<file path="src/rtl/rtc_bus_ctrl_if.sv">
// Bundle of the request, multiplexed-bus and status signals of the RTC bus controller.
// The master side (host) drives requests and bus_in; the slave side is the controller.
interface rtc_bus_ctrl_if;
  logic       i_start;
  logic       i_rw;
  logic [7:0] i_addr;
  logic [7:0] i_wdata;
  logic [7:0] i_bus_in;
  logic [7:0] o_bus_out;
  logic       o_bus_oe;
  logic       o_cs_n;
  logic       o_rd_n;
  logic       o_wr_n;
  logic       o_ad;
  logic       o_busy;
  logic       o_done;
  logic [7:0] o_rdata;

  modport master (
    output i_start, i_rw, i_addr, i_wdata, i_bus_in,
    input  o_bus_out, o_bus_oe, o_cs_n, o_rd_n, o_wr_n, o_ad, o_busy, o_done, o_rdata
  );

  modport slave (
    input  i_start, i_rw, i_addr, i_wdata, i_bus_in,
    output o_bus_out, o_bus_oe, o_cs_n, o_rd_n, o_wr_n, o_ad, o_busy, o_done, o_rdata
  );
endinterface

</file>
<file path="src/rtl/rtc_bus_ctrl.sv">
// Multiplexed address/data RTC bus controller: one address phase and one data phase,
// each made of setup, strobe and hold windows, followed by a single DONE cycle.
module rtc_bus_ctrl #(
  parameter int T_SU = 2,
  parameter int T_PW = 4,
  parameter int T_HD = 2
) (
  input  logic          i_clk,
  input  logic          i_reset,
  rtc_bus_ctrl_if.slave bus
);

  typedef enum logic [2:0] {
    IDLE = 3'd0,
    A_SU = 3'd1,
    A_PW = 3'd2,
    A_HD = 3'd3,
    D_SU = 3'd4,
    D_PW = 3'd5,
    D_HD = 3'd6,
    DONE = 3'd7
  } state_t;

  // Counter reload values: a window of N cycles counts N-1 down to 0.
  localparam logic [3:0] L_SU = 4'(T_SU - 1);
  localparam logic [3:0] L_PW = 4'(T_PW - 1);
  localparam logic [3:0] L_HD = 4'(T_HD - 1);

  state_t     r_state;
  logic [3:0] r_cnt;
  logic       r_rw;
  logic [7:0] r_addr;
  logic [7:0] r_wdata;
  logic [7:0] r_bus_out;
  logic       r_bus_oe;
  logic       r_cs_n;
  logic       r_rd_n;
  logic       r_wr_n;
  logic       r_ad;
  logic       r_busy;
  logic       r_done;
  logic [7:0] r_rdata;

  state_t     w_next;
  logic       w_phase_end;
  logic       w_accept;
  logic [3:0] w_load;
  logic [3:0] w_cnt_next;
  logic       w_rw;
  logic [7:0] w_addr;
  logic [7:0] w_wdata;
  logic       w_addr_ph;
  logic       w_data_ph;
  logic       w_pw;
  logic       w_cap;

  // Next state, counter reload and transaction latch values.
  always_comb begin
    w_phase_end = (r_cnt == 4'd0);
    w_accept    = (r_state == IDLE) && bus.i_start;
    case (r_state)
      IDLE:    w_next = bus.i_start ? A_SU : IDLE;
      A_SU:    w_next = w_phase_end ? A_PW : A_SU;
      A_PW:    w_next = w_phase_end ? A_HD : A_PW;
      A_HD:    w_next = w_phase_end ? D_SU : A_HD;
      D_SU:    w_next = w_phase_end ? D_PW : D_SU;
      D_PW:    w_next = w_phase_end ? D_HD : D_PW;
      D_HD:    w_next = w_phase_end ? DONE : D_HD;
      DONE:    w_next = IDLE;
      default: w_next = IDLE;
    endcase
    case (w_next)
      A_SU, D_SU: w_load = L_SU;
      A_PW, D_PW: w_load = L_PW;
      A_HD, D_HD: w_load = L_HD;
      default:    w_load = 4'd0;
    endcase
    if ((w_next != r_state) || (r_state == IDLE)) begin
      w_cnt_next = w_load;
    end else begin
      w_cnt_next = r_cnt - 4'd1;
    end
    w_rw    = w_accept ? bus.i_rw    : r_rw;
    w_addr  = w_accept ? bus.i_addr  : r_addr;
    w_wdata = w_accept ? bus.i_wdata : r_wdata;
    w_cap   = (r_state == D_PW) && w_phase_end && !r_rw;
  end

  // Decode of the state being entered, so every output register matches its state.
  always_comb begin
    w_addr_ph = (w_next == A_SU) || (w_next == A_PW) || (w_next == A_HD);
    w_data_ph = (w_next == D_SU) || (w_next == D_PW) || (w_next == D_HD);
    w_pw      = (w_next == A_PW) || (w_next == D_PW);
  end

  // Single state machine register block with registered bus and status outputs.
  always_ff @(posedge i_clk) begin
    if (i_reset) begin
      r_state   <= IDLE;
      r_cnt     <= 4'd0;
      r_rw      <= 1'b0;
      r_addr    <= 8'h00;
      r_wdata   <= 8'h00;
      r_bus_out <= 8'h00;
      r_bus_oe  <= 1'b0;
      r_cs_n    <= 1'b1;
      r_rd_n    <= 1'b1;
      r_wr_n    <= 1'b1;
      r_ad      <= 1'b0;
      r_busy    <= 1'b0;
      r_done    <= 1'b0;
      r_rdata   <= 8'h00;
    end else begin
      r_state   <= w_next;
      r_cnt     <= w_cnt_next;
      r_rw      <= w_rw;
      r_addr    <= w_addr;
      r_wdata   <= w_wdata;
      r_bus_out <= w_addr_ph ? w_addr : ((w_data_ph && w_rw) ? w_wdata : 8'h00);
      r_bus_oe  <= w_addr_ph || (w_data_ph && w_rw);
      r_cs_n    <= !(w_addr_ph || w_data_ph);
      // The address strobe uses wr_n; the data strobe follows the direction.
      r_wr_n    <= !(w_pw && (w_addr_ph || w_rw));
      r_rd_n    <= !(w_pw && w_data_ph && !w_rw);
      r_ad      <= w_data_ph;
      r_busy    <= (w_next != IDLE);
      r_done    <= (w_next == DONE);
      r_rdata   <= w_cap ? bus.i_bus_in : r_rdata;
    end
  end

  assign bus.o_bus_out = r_bus_out;
  assign bus.o_bus_oe  = r_bus_oe;
  assign bus.o_cs_n    = r_cs_n;
  assign bus.o_rd_n    = r_rd_n;
  assign bus.o_wr_n    = r_wr_n;
  assign bus.o_ad      = r_ad;
  assign bus.o_busy    = r_busy;
  assign bus.o_done    = r_done;
  assign bus.o_rdata   = r_rdata;

endmodule

</file>
<file path="src/flat_wrapper.sv">
// flat-port wrapper written by rule: the top's interface ports become plain ports
module rtc_bus_ctrl_flat 
#(
  parameter int T_SU = 2,
  parameter int T_PW = 4,
  parameter int T_HD = 2
)
  (i_clk, i_reset, bus_i_start, bus_i_rw, bus_i_addr, bus_i_wdata, bus_i_bus_in, bus_o_bus_out, bus_o_bus_oe, bus_o_cs_n, bus_o_rd_n, bus_o_wr_n, bus_o_ad, bus_o_busy, bus_o_done, bus_o_rdata);
  rtc_bus_ctrl_if bus_i ();
  input  logic i_clk;
  input  logic i_reset;
  input wire logic [$bits(bus_i.i_start)-1:0] bus_i_start;
  input wire logic [$bits(bus_i.i_rw)-1:0] bus_i_rw;
  input wire logic [$bits(bus_i.i_addr)-1:0] bus_i_addr;
  input wire logic [$bits(bus_i.i_wdata)-1:0] bus_i_wdata;
  input wire logic [$bits(bus_i.i_bus_in)-1:0] bus_i_bus_in;
  output wire logic [$bits(bus_i.o_bus_out)-1:0] bus_o_bus_out;
  output wire logic [$bits(bus_i.o_bus_oe)-1:0] bus_o_bus_oe;
  output wire logic [$bits(bus_i.o_cs_n)-1:0] bus_o_cs_n;
  output wire logic [$bits(bus_i.o_rd_n)-1:0] bus_o_rd_n;
  output wire logic [$bits(bus_i.o_wr_n)-1:0] bus_o_wr_n;
  output wire logic [$bits(bus_i.o_ad)-1:0] bus_o_ad;
  output wire logic [$bits(bus_i.o_busy)-1:0] bus_o_busy;
  output wire logic [$bits(bus_i.o_done)-1:0] bus_o_done;
  output wire logic [$bits(bus_i.o_rdata)-1:0] bus_o_rdata;
  assign bus_i.i_start = bus_i_start;
  assign bus_i.i_rw = bus_i_rw;
  assign bus_i.i_addr = bus_i_addr;
  assign bus_i.i_wdata = bus_i_wdata;
  assign bus_i.i_bus_in = bus_i_bus_in;
  assign bus_o_bus_out = bus_i.o_bus_out;
  assign bus_o_bus_oe = bus_i.o_bus_oe;
  assign bus_o_cs_n = bus_i.o_cs_n;
  assign bus_o_rd_n = bus_i.o_rd_n;
  assign bus_o_wr_n = bus_i.o_wr_n;
  assign bus_o_ad = bus_i.o_ad;
  assign bus_o_busy = bus_i.o_busy;
  assign bus_o_done = bus_i.o_done;
  assign bus_o_rdata = bus_i.o_rdata;
  rtc_bus_ctrl #(.T_SU(T_SU), .T_PW(T_PW), .T_HD(T_HD)) u_core (.i_clk(i_clk), .i_reset(i_reset), .bus(bus_i));
endmodule
</file>
<file path="config.mk">
export PLATFORM = sky130hd
export DESIGN_NAME = rtc_bus_ctrl_flat
export DESIGN_NICKNAME = d
export VERILOG_FILES = /design/src/rtl/rtc_bus_ctrl_if.sv /design/src/rtl/rtc_bus_ctrl.sv /design/src/flat_wrapper.sv
export SDC_FILE = /design/constraint.sdc
export NUM_CORES = 1
export LEC_CHECK = 0
export CAP_MARGIN = 5
export CORE_ASPECT_RATIO = 1.75
export CORE_MARGIN = 2
export CORE_UTILIZATION = 50
export DETAILED_ROUTE_END_ITERATION = 16
export GPL_ROUTABILITY_DRIVEN = 1
export HOLD_SLACK_MARGIN = 0.1
export PLACE_DENSITY = 0.89
export REMOVE_ABC_BUFFERS = 1
export SYNTH_ARGS = -nofsm -noshare
export SYNTH_HDL_FRONTEND = slang
export SYNTH_SLANG_ARGS = --single-unit
</file>
<file path="constraint.sdc">
create_clock -name i_clk -period 6.2 [get_ports i_clk]
set_clock_uncertainty 0.1 [all_clocks]
set_input_delay 1.86 -clock i_clk [delete_from_list [all_inputs] [get_ports i_clk]]
set_output_delay 1.86 -clock i_clk [all_outputs]
set_load 0.005 [all_outputs]
</file>
==> impl_metrics.toml, run 1 <==
[outcome]
status = "completed"

[cells_and_area]
multi_input_area_um2 = 792
layout_commonest_cell = "clkdlybuf4s50_1"
drive_above_1_share = 0.0708
seqCellArea_um2 = 941
fillers = 303
antenna_cells = 0
final_cell_mix = "clkdlybuf4s50_1, dfxtp_1, nand2_1"
finalCoreUtilization = 0.678
syn_to_final_growth_pct = 32.6
final_cells = 286
nets = 268

[route]
drt_wl_total_um = 3820
drc_errors = 0
dr.first_iter.drc_count = 26
first_pass_iters = 4
ant_nets = 0
vias = 1505
wl_per_cell_um = 13.3
drt-vias-per-instance = 5.26

[floorplanning]
start_util = 0.511
num_io_pins = 51
dieArea_um2 = 4150
core-area_um2 = 3560
die_y_um = 83.8
row_count = 29
chipWidth_um = 49.6

[placed_design]
io_buffers = 50
dp_cells = 278
dp_hpwl_um = 2810
gp_congestion = 0.822
pre_cts_ws_ps = 2190

[global_route]
grt_pass1_vias = 1459
grtUsageTotal = 0.194
overflow = 0
antenna_found_initial = 0
grt_pass1_wl_um = 6290
grt_max_degree = 37

[synth]
ys_ff_latch = 47
synth_area_um2 = 1820
synth_edf_count = 0
synth-async-reset-ratio = 0
ys.warnings.count = 0
ys_types = 42
seq_area_frac_synth = 0.518
synth_compound_area_frac = 0.151
syn_inst = 194
synthAdderAreaFrac = 0.00688
synth_top_family_by_area = "simple AND/OR/NAND/NOR gates"
avgSynthCellArea_um2 = 9.37
synth-xor-area-share = 0.0145
yosys.area_share.simple = 0.206
ys.flop_type = "dfxtp_1"
synth.mux.area_fraction = 0.0564

[sta]
report.final.slew_viol_count = 0
finalCritPeriodShare = 0.597
setup_viol = 0
worst_slew_pin_slew_ps = 721
relSlewSlack = 0.519
hold_viol = 0
max_freq_mhz = 270
postLayoutSetupSlackWorst_ps = 2500
grt_setup_unrepaired = "no"
tns_ps = 0
fin_crit_ps = 3700

[job]
cap_violations = 0

[clock_tree]
cts_resized = 0
htree_levels = 2
clockBufferDepth = 2
cts_tree = "done"
insertion_delay_ps = 290
ctsHoldBuffers = 0
cts_root_buf = "clkbuf_8"
clk_pin_slew_ps = 80
clkSinkCount = 47
cts_made_buffers = 5
postCtsSetupBuffers = 0

[power]
report.power.total_mw = 0.797
pwr_density_cell_nw_per_um2 = 331
power_leakage_nw = 0.941
irDropWorstVdd_v = 0.000214

[worst_setup_path]
cp.arrival_ps = 3840
crit_path_end_kind = "flop"
crit_path_max_fanout = 17
critPathKind = "primary input to flop"
required_ps = 6340
cp-start-kind = "primary input"

[hold_path]
hp-class = "flop to flop"
[cell usage after synthesis (all sizes together) (2+ instances only)]
cell type	number	share of area
clkbuf	8	0.017
dfxtp	47	0.52
inv	4	0.0083
or4b	2	0.013
and3	2	0.0069
a311oi	2	0.013
buf	6	0.022
a21oi	20	0.055
nor4b	3	0.018
nor4	2	0.0069
nand2	40	0.083
a31oi	2	0.010
nor2	13	0.027
mux2i	9	0.056
nor3	5	0.014
a22o	8	0.039
xnor2	3	0.014
or3	2	0.0096
[area by class of cell]
| class | instances | area share |
|---|---|---|
| flip-flops and latches | 47 | 0.390 |
| multi-input cells | 129 | 0.329 |
| repair buffers | 52 | 0.214 |
| clock buffers | 5 | 0.0286 |
| well taps | 46 | 0.0239 |
| clock inverters | 3 | 0.00831 |
| inverters | 4 | 0.00623 |
[power breakdown]
part	switching, mW	internal, mW
logic	0.120	0.119
clock network	0.0975	0.0784
registers	0.0361	0.346
total	0.254	0.543
[cells by family after synthesis]
group	after synthesis
AOI/OAI and AO/OA	40
xor gates and xnor gates	3
adders and majority gates	1
buffers and inverters	18
DFF	47
muxes	9
and+or+nand+nor	76
[metrics by stage]
step / cell area (µm²) / hold slack, ps
final: 2410 / 365
after global routing: 2410 / 391
after CTS: 2410 / 366
after global placement: 2320 / 347
after detailed placement: 2320 / 354
after floorplan: 1750 / 332
[worst paths after layout]
check	start	cells after the start	slack, ps	endpoint
worst max-delay path	bus_i_start	5	2500	u_core.bus.o_bus_out[2]$_SDFF_PP0_
worst min-delay path	u_core.r_addr[2]$_SDFF_PP0_	2	360	u_core.r_addr[2]$_SDFF_PP0_
worst max register to register	u_core.r_cnt[0]$_SDFF_PP0_	6	3890	u_core.bus.o_rdata[6]$_SDFFE_PP0P_
worst min register to register	u_core.r_addr[2]$_SDFF_PP0_	2	360	u_core.r_addr[2]$_SDFF_PP0_
[sequential cells by signal (all words and copies together), names as in the netlist]
name                  count
u_core.r_addr             8
u_core.bus.o_ad           1
u_core.r_state            3
u_core.bus.o_rdata        8
u_core.bus.o_rd_n         1
u_core.bus.o_cs_n         1
u_core.bus.o_wr_n         1
u_core.bus.o_done         1
u_core.bus.o_bus_out      8
u_core.r_wdata            8
u_core.r_cnt              4
u_core.bus.o_bus_oe       1
u_core.bus.o_busy         1
u_core.r_rw               1
[critical path: stages]
cell and delay [ps]:
clkdlybuf4s50_1 500, or4b_4 610, mux2i_4 250, a31oi_2 390, a22o_1 220
[routing by layer]
layer / part of all wire / vias to the layer above / global-route usage
li1: - / 754 / -
met1: 0.38 / 697 / 0.203
met2: 0.54 / 41 / 0.343
met3: 0.037 / 13 / 0.0520
met4: 0.035 / 0 / 0.0985
met5: 0 / - / 0
Power figures use the tool's default switching activity.
==> run 2, diff against run 1 <==
CORE_UTILIZATION = 47   (was 50)
PLACE_DENSITY = 0.85   (was 0.89)
clock period = 3.6 ns   (was 6.2 ns; I/O delays follow)
==> impl_metrics.toml, run 2 (same netlist as run 1, synthesis figures left out) <==
[route]
vias = 1502
wl_per_cell_um = 13.1
drt-vias-per-instance = 5.20
dr.first_iter.drc_count = 27
ant_nets = 0
drt_wl_total_um = 3780
first_pass_iters = 4
drc_errors = 0

[cells_and_area]
syn_to_final_growth_pct = 35.6
final_cell_mix = "clkdlybuf4s50_1, dfxtp_1, nand2_1"
fillers = 296
drive_above_1_share = 0.0823
layout_commonest_cell = "clkdlybuf4s50_1"
finalCoreUtilization = 0.673
final_cells = 289
nets = 271
antenna_cells = 0
final_area_um2 = 2460

[sta]
hold_viol = 0
postLayoutSetupSlackWorst_ps = 688
max_freq_mhz = 343
tns_ps = 0
hold_slack_ps = 362
worst_slew_pin_slew_ps = 741
relSlewSlack = 0.505
report.final.slew_viol_count = 0
setup_viol = 0
fin_crit_ps = 2910
finalCritPeriodShare = 0.809
grt_setup_unrepaired = "no"

[clock_tree]
cts_root_buf = "clkbuf_8"
insertion_delay_ps = 300
clkSinkCount = 47
clk_pin_slew_ps = 90
cts_tree = "done"
postCtsSetupBuffers = 0
htree_levels = 2
clockBufferDepth = 2
ctsHoldBuffers = 0
cts_resized = 0
cts_made_buffers = 5

[global_route]
antenna_found_initial = 0
grt_pass1_vias = 1466
overflow = 0
grt_max_degree = 21
grt_pass1_wl_um = 6010
grtUsageTotal = 0.177

[power]
irDropWorstVdd_v = 0.000459
switchingPower_mw = 0.442
p_seq_frac = 0.443
cellInternalPower_mw = 1.04
report.power.total_mw = 1.49
pwr_density_cell_nw_per_um2 = 603
power_leakage_nw = 0.977
p_clk_frac = 0.271
pwr-share-comb = 0.286
p_sw_frac = 0.298

[worst_setup_path]
cp-start-kind = "primary input"
reg2reg_from = "u_core.r_cnt[0]$_SDFF_PP0_"
path_cells = "clkdlybuf4s50_1 > or4b_4 > mux2i_4 > a31oi_2 > a22o_1"
required_ps = 3740
crit_path_max_fanout = 17
crit_slowest_cell = "or4b_4"
critPathKind = "primary input to flop"
crit_path_end_kind = "flop"
cp.arrival_ps = 3050
startpoint = "bus_i_start"
cpPeakStageDelay_ps = 610

[placed_design]
dpl_cell_area_um2 = 2340
gp_congestion = 0.843
pre_cts_ws_ps = 377
io_buffers = 50
dp_cells = 281
dp_hpwl_um = 2700

[floorplanning]
core-area_um2 = 3660
dieArea_um2 = 4400
die_y_um = 86.3
num_io_pins = 51
start_util = 0.496
row_count = 29
chipWidth_um = 51.0

[hold_path]
hp-start = "u_core.r_wdata[5]$_SDFF_PP0_"
hp-class = "flop to flop"

[outcome]
status = "completed"

[job]
cap_violations = 0
## run 2: power by group through the flow
stage	clock network [mW]	registers, mW	logic [mW]
floorplan	0	0.659	0.254
global placement	0	0.666	0.418
detailed placement	0	0.669	0.424
CTS	0.410	0.657	0.429
global route	0.431	0.668	0.471
finish	0.403	0.658	0.425
## run 2: final cells by class
| type | instances | area (µm²) | share of cell area |
|---|---|---|---|
| sequential | 47 | 941 | 0.382 |
| multi-input combinational | 129 | 792 | 0.321 |
| timing repair buffer | 55 | 538 | 0.218 |
| clock buffer | 6 | 82.6 | 0.0335 |
| tap | 46 | 57.6 | 0.0234 |
| clock inverter | 2 | 38.8 | 0.0157 |
| inverter | 4 | 15.0 | 0.00609 |
## run 2: critical path, delay by kind of cell
family / cells / cell delay (ps)
mux: 1 / 250
simple gates: 1 / 610
compound gates: 2 / 610
buf+inv: 1 / 500
## run 2: routing by layer
layer / track usage / up-vias / share of wire
met5: 0 / - / 0
met2: 0.344 / 37 / 0.56
met4: 0.0786 / 0 / 0.017
met1: 0.167 / 695 / 0.38
li1: - / 762 / -
met3: 0.0448 / 8 / 0.043
## run 2: worst paths after layout
path | end | cells after the start | slack (ps)
min reg2reg | u_core.r_wdata[5]$_SDFF_PP0_ | 2 | 360
max | u_core.bus.o_bus_out[3]$_SDFF_PP0_ | 5 | 690
max reg2reg | u_core.bus.o_bus_out[3]$_SDFF_PP0_ | 6 | 1300
min | u_core.r_wdata[5]$_SDFF_PP0_ | 2 | 360
